## src/rtl/keycode_lock_pkg.sv

```systemverilog
// Shared types for the code-entry lock: FSM state encoding and timer width helper.
// Used by the lock core and any status/display block that decodes its state.
package keycode_pkg;

   typedef enum logic [2:0] {
      ST_IDLE,
      ST_ENTRY,
      ST_CHECK,
      ST_OPEN,
      ST_LOCKOUT
   } kc_state_t;

   // Width needed to count up to the largest of the three tick limits.
   function automatic int tick_cnt_w(input int entry_ticks, input int open_ticks,
                                     input int lock_ticks);
      int m;
      m = entry_ticks;
      if (open_ticks > m) m = open_ticks;
      if (lock_ticks > m) m = lock_ticks;
      return $clog2(m + 1);
   endfunction

endpackage

```

## src/rtl/keycode_lock_if.sv

```systemverilog
// Key/tick inputs and status outputs of the code-entry lock.
// master drives keys and heartbeat; slave is the lock itself.
interface keycode_lock_if #(
   parameter int CODE_W   = 4,
   parameter int MAX_FAIL = 3
) ();
   logic                              tick;
   logic                              key0;
   logic                              key1;
   logic                              clear;
   logic                              unlocked;
   logic                              alarm;
   logic                              err;
   logic [$clog2(CODE_W+1)-1:0]       bit_count;
   logic [$clog2(MAX_FAIL+1)-1:0]     fail_count;

   modport master (
      output tick, key0, key1, clear,
      input  unlocked, alarm, err, bit_count, fail_count
   );

   modport slave (
      input  tick, key0, key1, clear,
      output unlocked, alarm, err, bit_count, fail_count
   );
endinterface

```

## src/rtl/keycode_lock_tick_timer.sv

```systemverilog
// Heartbeat-tick counter: done pulses combinationally on the limit-th tick since clr.
// A tick in a cycle with clr asserted is discarded; the count restarts after done.
module tick_timer #(
   parameter int W = 5
) (
   input  logic         sysclk,
   input  logic         reset,
   input  logic         clr,
   input  logic         tick,
   input  logic [W-1:0] limit,
   output logic         done
);
   logic [W-1:0] cnt;

   assign done = tick && !clr && (cnt == limit - 1'b1);

   always_ff @(posedge sysclk or negedge reset) begin
      if (!reset) begin
         cnt <= '0;
      end else if (clr || done) begin
         cnt <= '0;
      end else if (tick) begin
         cnt <= cnt + 1'b1;
      end
   end
endmodule

```

## src/rtl/keycode_lock.sv

```systemverilog
// Code-entry lock: shifts key pulses into an entry, checks it, opens or locks out for tick-timed windows.
// All outputs registered; last key at N gives CHECK at N+1 and unlocked/err/alarm at N+2. No backpressure.
module keycode_lock
   import keycode_pkg::*;
#(
   parameter int               CODE_W      = 4,
   parameter logic [CODE_W-1:0] CODE       = 4'b1011,
   parameter int               MAX_FAIL    = 3,
   parameter int               ENTRY_TICKS = 8,
   parameter int               OPEN_TICKS  = 10,
   parameter int               LOCK_TICKS  = 16
) (
   input  logic           sysclk,
   input  logic           reset,
   keycode_lock_if.slave  bus
);
   localparam int BC_W = $clog2(CODE_W + 1);
   localparam int FC_W = $clog2(MAX_FAIL + 1);
   localparam int TW   = tick_cnt_w(ENTRY_TICKS, OPEN_TICKS, LOCK_TICKS);

   kc_state_t         state;
   logic [CODE_W-1:0] entry;
   logic [BC_W-1:0]   bit_count;
   logic [FC_W-1:0]   fail_count;
   logic              unlocked;
   logic              alarm;
   logic              err;

   logic              valid_key;
   logic              tmr_clr;
   logic              tmr_done;
   logic [TW-1:0]     limit;

   assign valid_key = bus.key0 ^ bus.key1;

   // Timer is held clear outside timed states and restarts on any key or abort.
   assign tmr_clr = (state == ST_IDLE) || (state == ST_CHECK) ||
                    (bus.clear && (state != ST_LOCKOUT)) ||
                    ((state == ST_ENTRY) && valid_key);

   always_comb begin
      limit = '0;
      case (state)
         ST_ENTRY:   limit = TW'(ENTRY_TICKS);
         ST_OPEN:    limit = TW'(OPEN_TICKS);
         ST_LOCKOUT: limit = TW'(LOCK_TICKS);
         default:    limit = '0;
      endcase
   end

   tick_timer #(.W(TW)) u_timer (
      .sysclk (sysclk),
      .reset  (reset),
      .clr    (tmr_clr),
      .tick   (bus.tick),
      .limit  (limit),
      .done   (tmr_done)
   );

   always_ff @(posedge sysclk or negedge reset) begin
      if (!reset) begin
         state      <= ST_IDLE;
         entry      <= '0;
         bit_count  <= '0;
         fail_count <= '0;
         unlocked   <= 1'b0;
         alarm      <= 1'b0;
         err        <= 1'b0;
      end else begin
         err <= 1'b0;
         case (state)
            ST_IDLE: begin
               if (bus.clear) begin
                  entry     <= '0;
                  bit_count <= '0;
               end else if (valid_key) begin
                  entry     <= {{(CODE_W-1){1'b0}}, bus.key1};
                  bit_count <= BC_W'(1);
                  state     <= (CODE_W == 1) ? ST_CHECK : ST_ENTRY;
               end
            end
            ST_ENTRY: begin
               if (bus.clear) begin
                  entry     <= '0;
                  bit_count <= '0;
                  state     <= ST_IDLE;
               end else if (valid_key) begin
                  entry     <= {entry[CODE_W-2:0], bus.key1};
                  bit_count <= bit_count + 1'b1;
                  if (bit_count == BC_W'(CODE_W - 1)) state <= ST_CHECK;
               end else if (tmr_done) begin
                  err       <= 1'b1;
                  entry     <= '0;
                  bit_count <= '0;
                  state     <= ST_IDLE;
               end
            end
            ST_CHECK: begin
               entry     <= '0;
               bit_count <= '0;
               if (entry == CODE) begin
                  fail_count <= '0;
                  unlocked   <= 1'b1;
                  state      <= ST_OPEN;
               end else begin
                  err        <= 1'b1;
                  fail_count <= fail_count + 1'b1;
                  if (fail_count == FC_W'(MAX_FAIL - 1)) begin
                     alarm <= 1'b1;
                     state <= ST_LOCKOUT;
                  end else begin
                     state <= ST_IDLE;
                  end
               end
            end
            ST_OPEN: begin
               if (bus.clear || tmr_done) begin
                  unlocked <= 1'b0;
                  state    <= ST_IDLE;
               end
            end
            ST_LOCKOUT: begin
               // clear is deliberately ignored so an abort cannot shorten the lockout.
               if (tmr_done) begin
                  fail_count <= '0;
                  alarm      <= 1'b0;
                  state      <= ST_IDLE;
               end
            end
            default: state <= ST_IDLE;
         endcase
      end
   end

   assign bus.unlocked   = unlocked;
   assign bus.alarm      = alarm;
   assign bus.err        = err;
   assign bus.bit_count  = bit_count;
   assign bus.fail_count = fail_count;
endmodule

```

## src/flat_wrapper.sv

```systemverilog
// flat-port wrapper written by rule: the top's interface ports become plain ports
module keycode_lock_flat import keycode_pkg::*;
#(
   parameter int               CODE_W      = 4,
   parameter logic [CODE_W-1:0] CODE       = 4'b1011,
   parameter int               MAX_FAIL    = 3,
   parameter int               ENTRY_TICKS = 8,
   parameter int               OPEN_TICKS  = 10,
   parameter int               LOCK_TICKS  = 16
)
  (sysclk, reset, bus_tick, bus_key0, bus_key1, bus_clear, bus_unlocked, bus_alarm, bus_err, bus_bit_count, bus_fail_count);
  keycode_lock_if #(.CODE_W(CODE_W), .MAX_FAIL(MAX_FAIL)) bus_i ();
  input  logic sysclk;
  input  logic reset;
  input wire logic [$bits(bus_i.tick)-1:0] bus_tick;
  input wire logic [$bits(bus_i.key0)-1:0] bus_key0;
  input wire logic [$bits(bus_i.key1)-1:0] bus_key1;
  input wire logic [$bits(bus_i.clear)-1:0] bus_clear;
  output wire logic [$bits(bus_i.unlocked)-1:0] bus_unlocked;
  output wire logic [$bits(bus_i.alarm)-1:0] bus_alarm;
  output wire logic [$bits(bus_i.err)-1:0] bus_err;
  output wire logic [$bits(bus_i.bit_count)-1:0] bus_bit_count;
  output wire logic [$bits(bus_i.fail_count)-1:0] bus_fail_count;
  assign bus_i.tick = bus_tick;
  assign bus_i.key0 = bus_key0;
  assign bus_i.key1 = bus_key1;
  assign bus_i.clear = bus_clear;
  assign bus_unlocked = bus_i.unlocked;
  assign bus_alarm = bus_i.alarm;
  assign bus_err = bus_i.err;
  assign bus_bit_count = bus_i.bit_count;
  assign bus_fail_count = bus_i.fail_count;
  keycode_lock #(.CODE_W(CODE_W), .CODE(CODE), .MAX_FAIL(MAX_FAIL), .ENTRY_TICKS(ENTRY_TICKS), .OPEN_TICKS(OPEN_TICKS), .LOCK_TICKS(LOCK_TICKS)) u_core (.sysclk(sysclk), .reset(reset), .bus(bus_i));
endmodule
```

## config.mk

```make
export PLATFORM = sky130hd
export DESIGN_NAME = keycode_lock_flat
export DESIGN_NICKNAME = d
export VERILOG_FILES = /design/src/rtl/keycode_lock_pkg.sv /design/src/rtl/keycode_lock_if.sv /design/src/rtl/keycode_lock_tick_timer.sv /design/src/rtl/keycode_lock.sv /design/src/flat_wrapper.sv
export SDC_FILE = /design/constraint.sdc
export NUM_CORES = 1
export LEC_CHECK = 0
export ABC_AREA = 0
export BUFFER_PORTS_ARGS = -buffer_cell sky130_fd_sc_hd__buf_2
export CAP_MARGIN = 15
export CORE_MARGIN = 3
export CORE_UTILIZATION = 51
export DETAILED_ROUTE_END_ITERATION = 8
export PLACE_DENSITY = 0.74
export SLEW_MARGIN = 20
export SYNTH_ARGS = -nofsm -noshare
export SYNTH_HDL_FRONTEND = slang
export SYNTH_SLANG_ARGS = --single-unit
```

## constraint.sdc

```tcl
create_clock -name sysclk -period 1.8 [get_ports sysclk]
set_input_delay 0.18 -clock sysclk [delete_from_list [all_inputs] [get_ports sysclk]]
set_output_delay 0.18 -clock sysclk [all_outputs]
set_load 0.02 [all_outputs]
```

==> results.sh <==
export IMPL_outcome="finished with violations"
export IMPL_violations="setup timing"
export IMPL_hpwl_mm=1.93
export IMPL_maxCapViolCount=0
export IMPL_synthToLayoutAreaGrowth_pct=21.2
export IMPL_setup_violations=3
export IMPL_hold_violations=0
export IMPL_vdd_ir_drop_max_uv=457
export IMPL_grt_overflow=0
export IMPL_fin_nets=164
export IMPL_worstReg2RegEnd="u_core.bus.bit_count[0]"
export IMPL_crit_path_start_kind="register"
export IMPL_ios=14
export IMPL_cellPowerDensity_nw_per_um2=719
export IMPL_cp_slowest_cell="dfrtp_2"
export IMPL_die_area_um2=2930
export IMPL_yosysWarningCount=0
export IMPL_wl_mm=2.72
export IMPL_fin_util=0.689
export IMPL_io_buffers=13
export IMPL_drc=0
export IMPL_ant_nets=0
export IMPL_post_route_period_util=1.02
export IMPL_vias_per_cell=5.88
export IMPL_synth_area_top_cells="dfrtp_1 (42%), ha_1 (5.3%), nor2_1 (5.1%)"
export IMPL_p_seq_frac=0.486
export IMPL_worst_slew_pin_slew_ps=451
export IMPL_min_from="bus_clear"
export IMPL_synth_top_flop_cell="dfrtp_1"
export IMPL_nFillCells=162
export IMPL_async_flop_share=1.00
export IMPL_crit_required_ps=2000
export IMPL_synth_top_area_share=0.423
export IMPL_finalPower_w=0.00103
export IMPL_ys_ff_latch=20
export IMPL_rsz0062_at_grt="true"
export IMPL_synth_area_per_cell_um2=9.39
export IMPL_holdPathEnd="u_core.bus.unlocked"
export IMPL_syn_inst=126
export IMPL_dp_cells=172
export IMPL_n_antenna_cell=0
export IMPL_cts_tree="built"
export IMPL_layout_common_cells="dfrtp_1 (19), nor2_1 (15), buf_4 (15), buf_2 (13), a21oi_1 (10)"
export IMPL_relSlewSlack=0.700
export IMPL_synth_fp_nets=137
export IMPL_synth_edf_count=0
export IMPL_final_max_slew_viol_count=0
export IMPL_core_um2=2080
export IMPL_r2r_slack_ps=-30
export IMPL_fp_dieW_um=54.2
export IMPL_layout_commonest_cell="dfrtp_1"
export IMPL_critPathLaunch="u_core.state[2]"
export IMPL_placementRows=16
export IMPL_antenna_found_initial=0
export IMPL_whs_path_depth=2
export IMPL_grt_pass1_vias=1039
export IMPL_cts_sinks=20
export IMPL_hold_slack_ps=181
export IMPL_finalWeightedCongestion=0.819
export IMPL_drive_above_1_share=0.316
export IMPL_pwr_share_comb=0.254
export IMPL_reg2reg_depth=4
export IMPL_clockBufferDepth=2
export IMPL_wl_per_cell_um=15.2
export IMPL_grt_pass1_wl_mm=4.40
export IMPL_internal_power_w=0.000716
export IMPL_worstSetupPathType="register to register"
export IMPL_hold_class="input pin to register"
export IMPL_die_h_um=54.2
export IMPL_grt_start_max_net_pins=21
export IMPL_switching_share=0.306
export IMPL_initial_core_util=0.569
export IMPL_finClkSkew_ps=10.7
export IMPL_num_vias=1053
export IMPL_end_kind="register"
export IMPL_min_period_ps=1830
export IMPL_p_clk_frac=0.260
export IMPL_crit_fanout=7
export IMPL_track_usage=0.210
export IMPL_ys_seq_area_frac=0.423
export IMPL_yosys_area_top_type="dfrtp_1"
export IMPL_slowest_delay_ps=460
export IMPL_first_iter_violations=26
export IMPL_p_leak_nw=0.675
export IMPL_path_cells="or3b_4 > or3_4 > o21a_4 > mux2_4"
export IMPL_synthDistinctLibCells=37
export IMPL_stdcell_count=179
export IMPL_root_buffer="clkbuf_4"
export IMPL_p_sw_w=0.000316
export IMPL_r2r_start="u_core.state[2]"
export IMPL_syn_area_um2=1180
export IMPL_fmax_mhz=546
export IMPL_clock_latency_ps=310
export IMPL_arrival_ps=2030
export IMPL_ctsHtreeMaxLevel=1
export IMPL_fin_ws_ps=-30.4
export IMPL_cts_buffers_inserted=3
export IMPL_dr_pass1_iters=4
export IMPL_clkTransAtPathRegs_ps=120
## synth_stat cells, drive strengths merged (3+ instances only)
| cell | count |
|---|---|
| nor3 | 4 |
| nand2 | 9 |
| nor2 | 17 |
| a31oi | 4 |
| clkbuf | 5 |
| o21ai | 5 |
| xor2 | 3 |
| a21oi | 11 |
| nand4 | 4 |
| a22o | 6 |
| dfrtp | 20 |
| inv | 6 |
| ha | 5 |
## cell families (layout without fill, tap and decap cells)
kind of cell / count (synthesis) / after routing / synth area share
xor+xnor: 4 / 4 / 0.0296
compound gates: 38 / 38 / 0.221
mux: 3 / 3 / 0.0338
buf+inv: 13 / 39 / 0.0507
fa+ha+maj: 5 / 5 / 0.0529
simple gates: 43 / 43 / 0.189
flops: 20 / 20 / 0.423
## registers in the layout, indices dropped and copies added (netlist names)
signal / cells
u_core.u_timer.cnt: 5
u_core.entry: 4
u_core.bus.bit_count: 3
u_core.state: 3
u_core.bus.fail_count: 2
u_core.bus.alarm: 1
u_core.bus.err: 1
u_core.bus.unlocked: 1
## metal layers
metal	wire length, µm	track usage	vias to the layer above
met4	35	0.0622	0
li1	-	-	503
met1	1170	0.243	504
met2	1340	0.373	37
met3	163	0.0582	9
met5	0	0	-
## timing repair
item,in CTS,in global routing
endpoints found under the hold margin,20,0
setup buffers,2,0
hold buffers,1,0
resized for setup,1,7
pin swaps,3,8
endpoints found under the setup margin,11,18
## worst max-delay path by stage
stage	to	slack, ps	depth (start not counted)
finish	u_core.bus.bit_count[0]	-30	4
global route	u_core.bus.alarm	-80	5
CTS	u_core.bus.bit_count[0]	-50	4
detailed placement	u_core.entry[0]	-50	4
global placement	u_core.bus.bit_count[0]	-3	4
floorplan	u_core.bus.bit_count[0]	-30	5
## stage by stage
stage          worst slack [ps]  setup TNS [ps]  cell area, µm²
2_1_floorplan             -27.5           -55.1            1180
3_3_place_gp              -3.18           -5.55            1340
3_5_place_dp              -45.7            -112            1340
4_1_cts                   -47.3           -84.6            1410
5_1_grt                   -80.1            -457            1440
6_report                  -30.4           -51.9            1440
## cell type report
cell class              instances  area (µm²)  share of cell area
well taps                      27        33.8              0.0235
flip-flops and latches         20         502               0.350
repair buffers                 29         188               0.131
multi-input cells              93         653               0.455
clock buffers                   4        36.3              0.0253
inverters                       6        22.5              0.0157
## critical path, delay by kind of cell (launching register included)
| kind | cells | cell delay [ps] |
|---|---|---|
| simple gates | 2 | 730 |
| compound gates | 1 | 240 |
| flops | 1 | 460 |
| mux | 1 | 290 |
## power groups by stage
| stage | combinational, W | clock, W | sequential (W) |
|---|---|---|---|
| 6_report | 0.000262 | 0.000268 | 0.000501 |
| 5_1_grt | 0.000286 | 0.000296 | 0.000505 |
| 4_1_cts | 0.000254 | 0.000278 | 0.000501 |
| 3_5_place_dp | 0.000252 | 0 | 0.000509 |
| 3_3_place_gp | 0.000241 | 0 | 0.000506 |
| 2_1_floorplan | 0.000150 | 0 | 0.000523 |
Power figures use the tool's default switching activity.
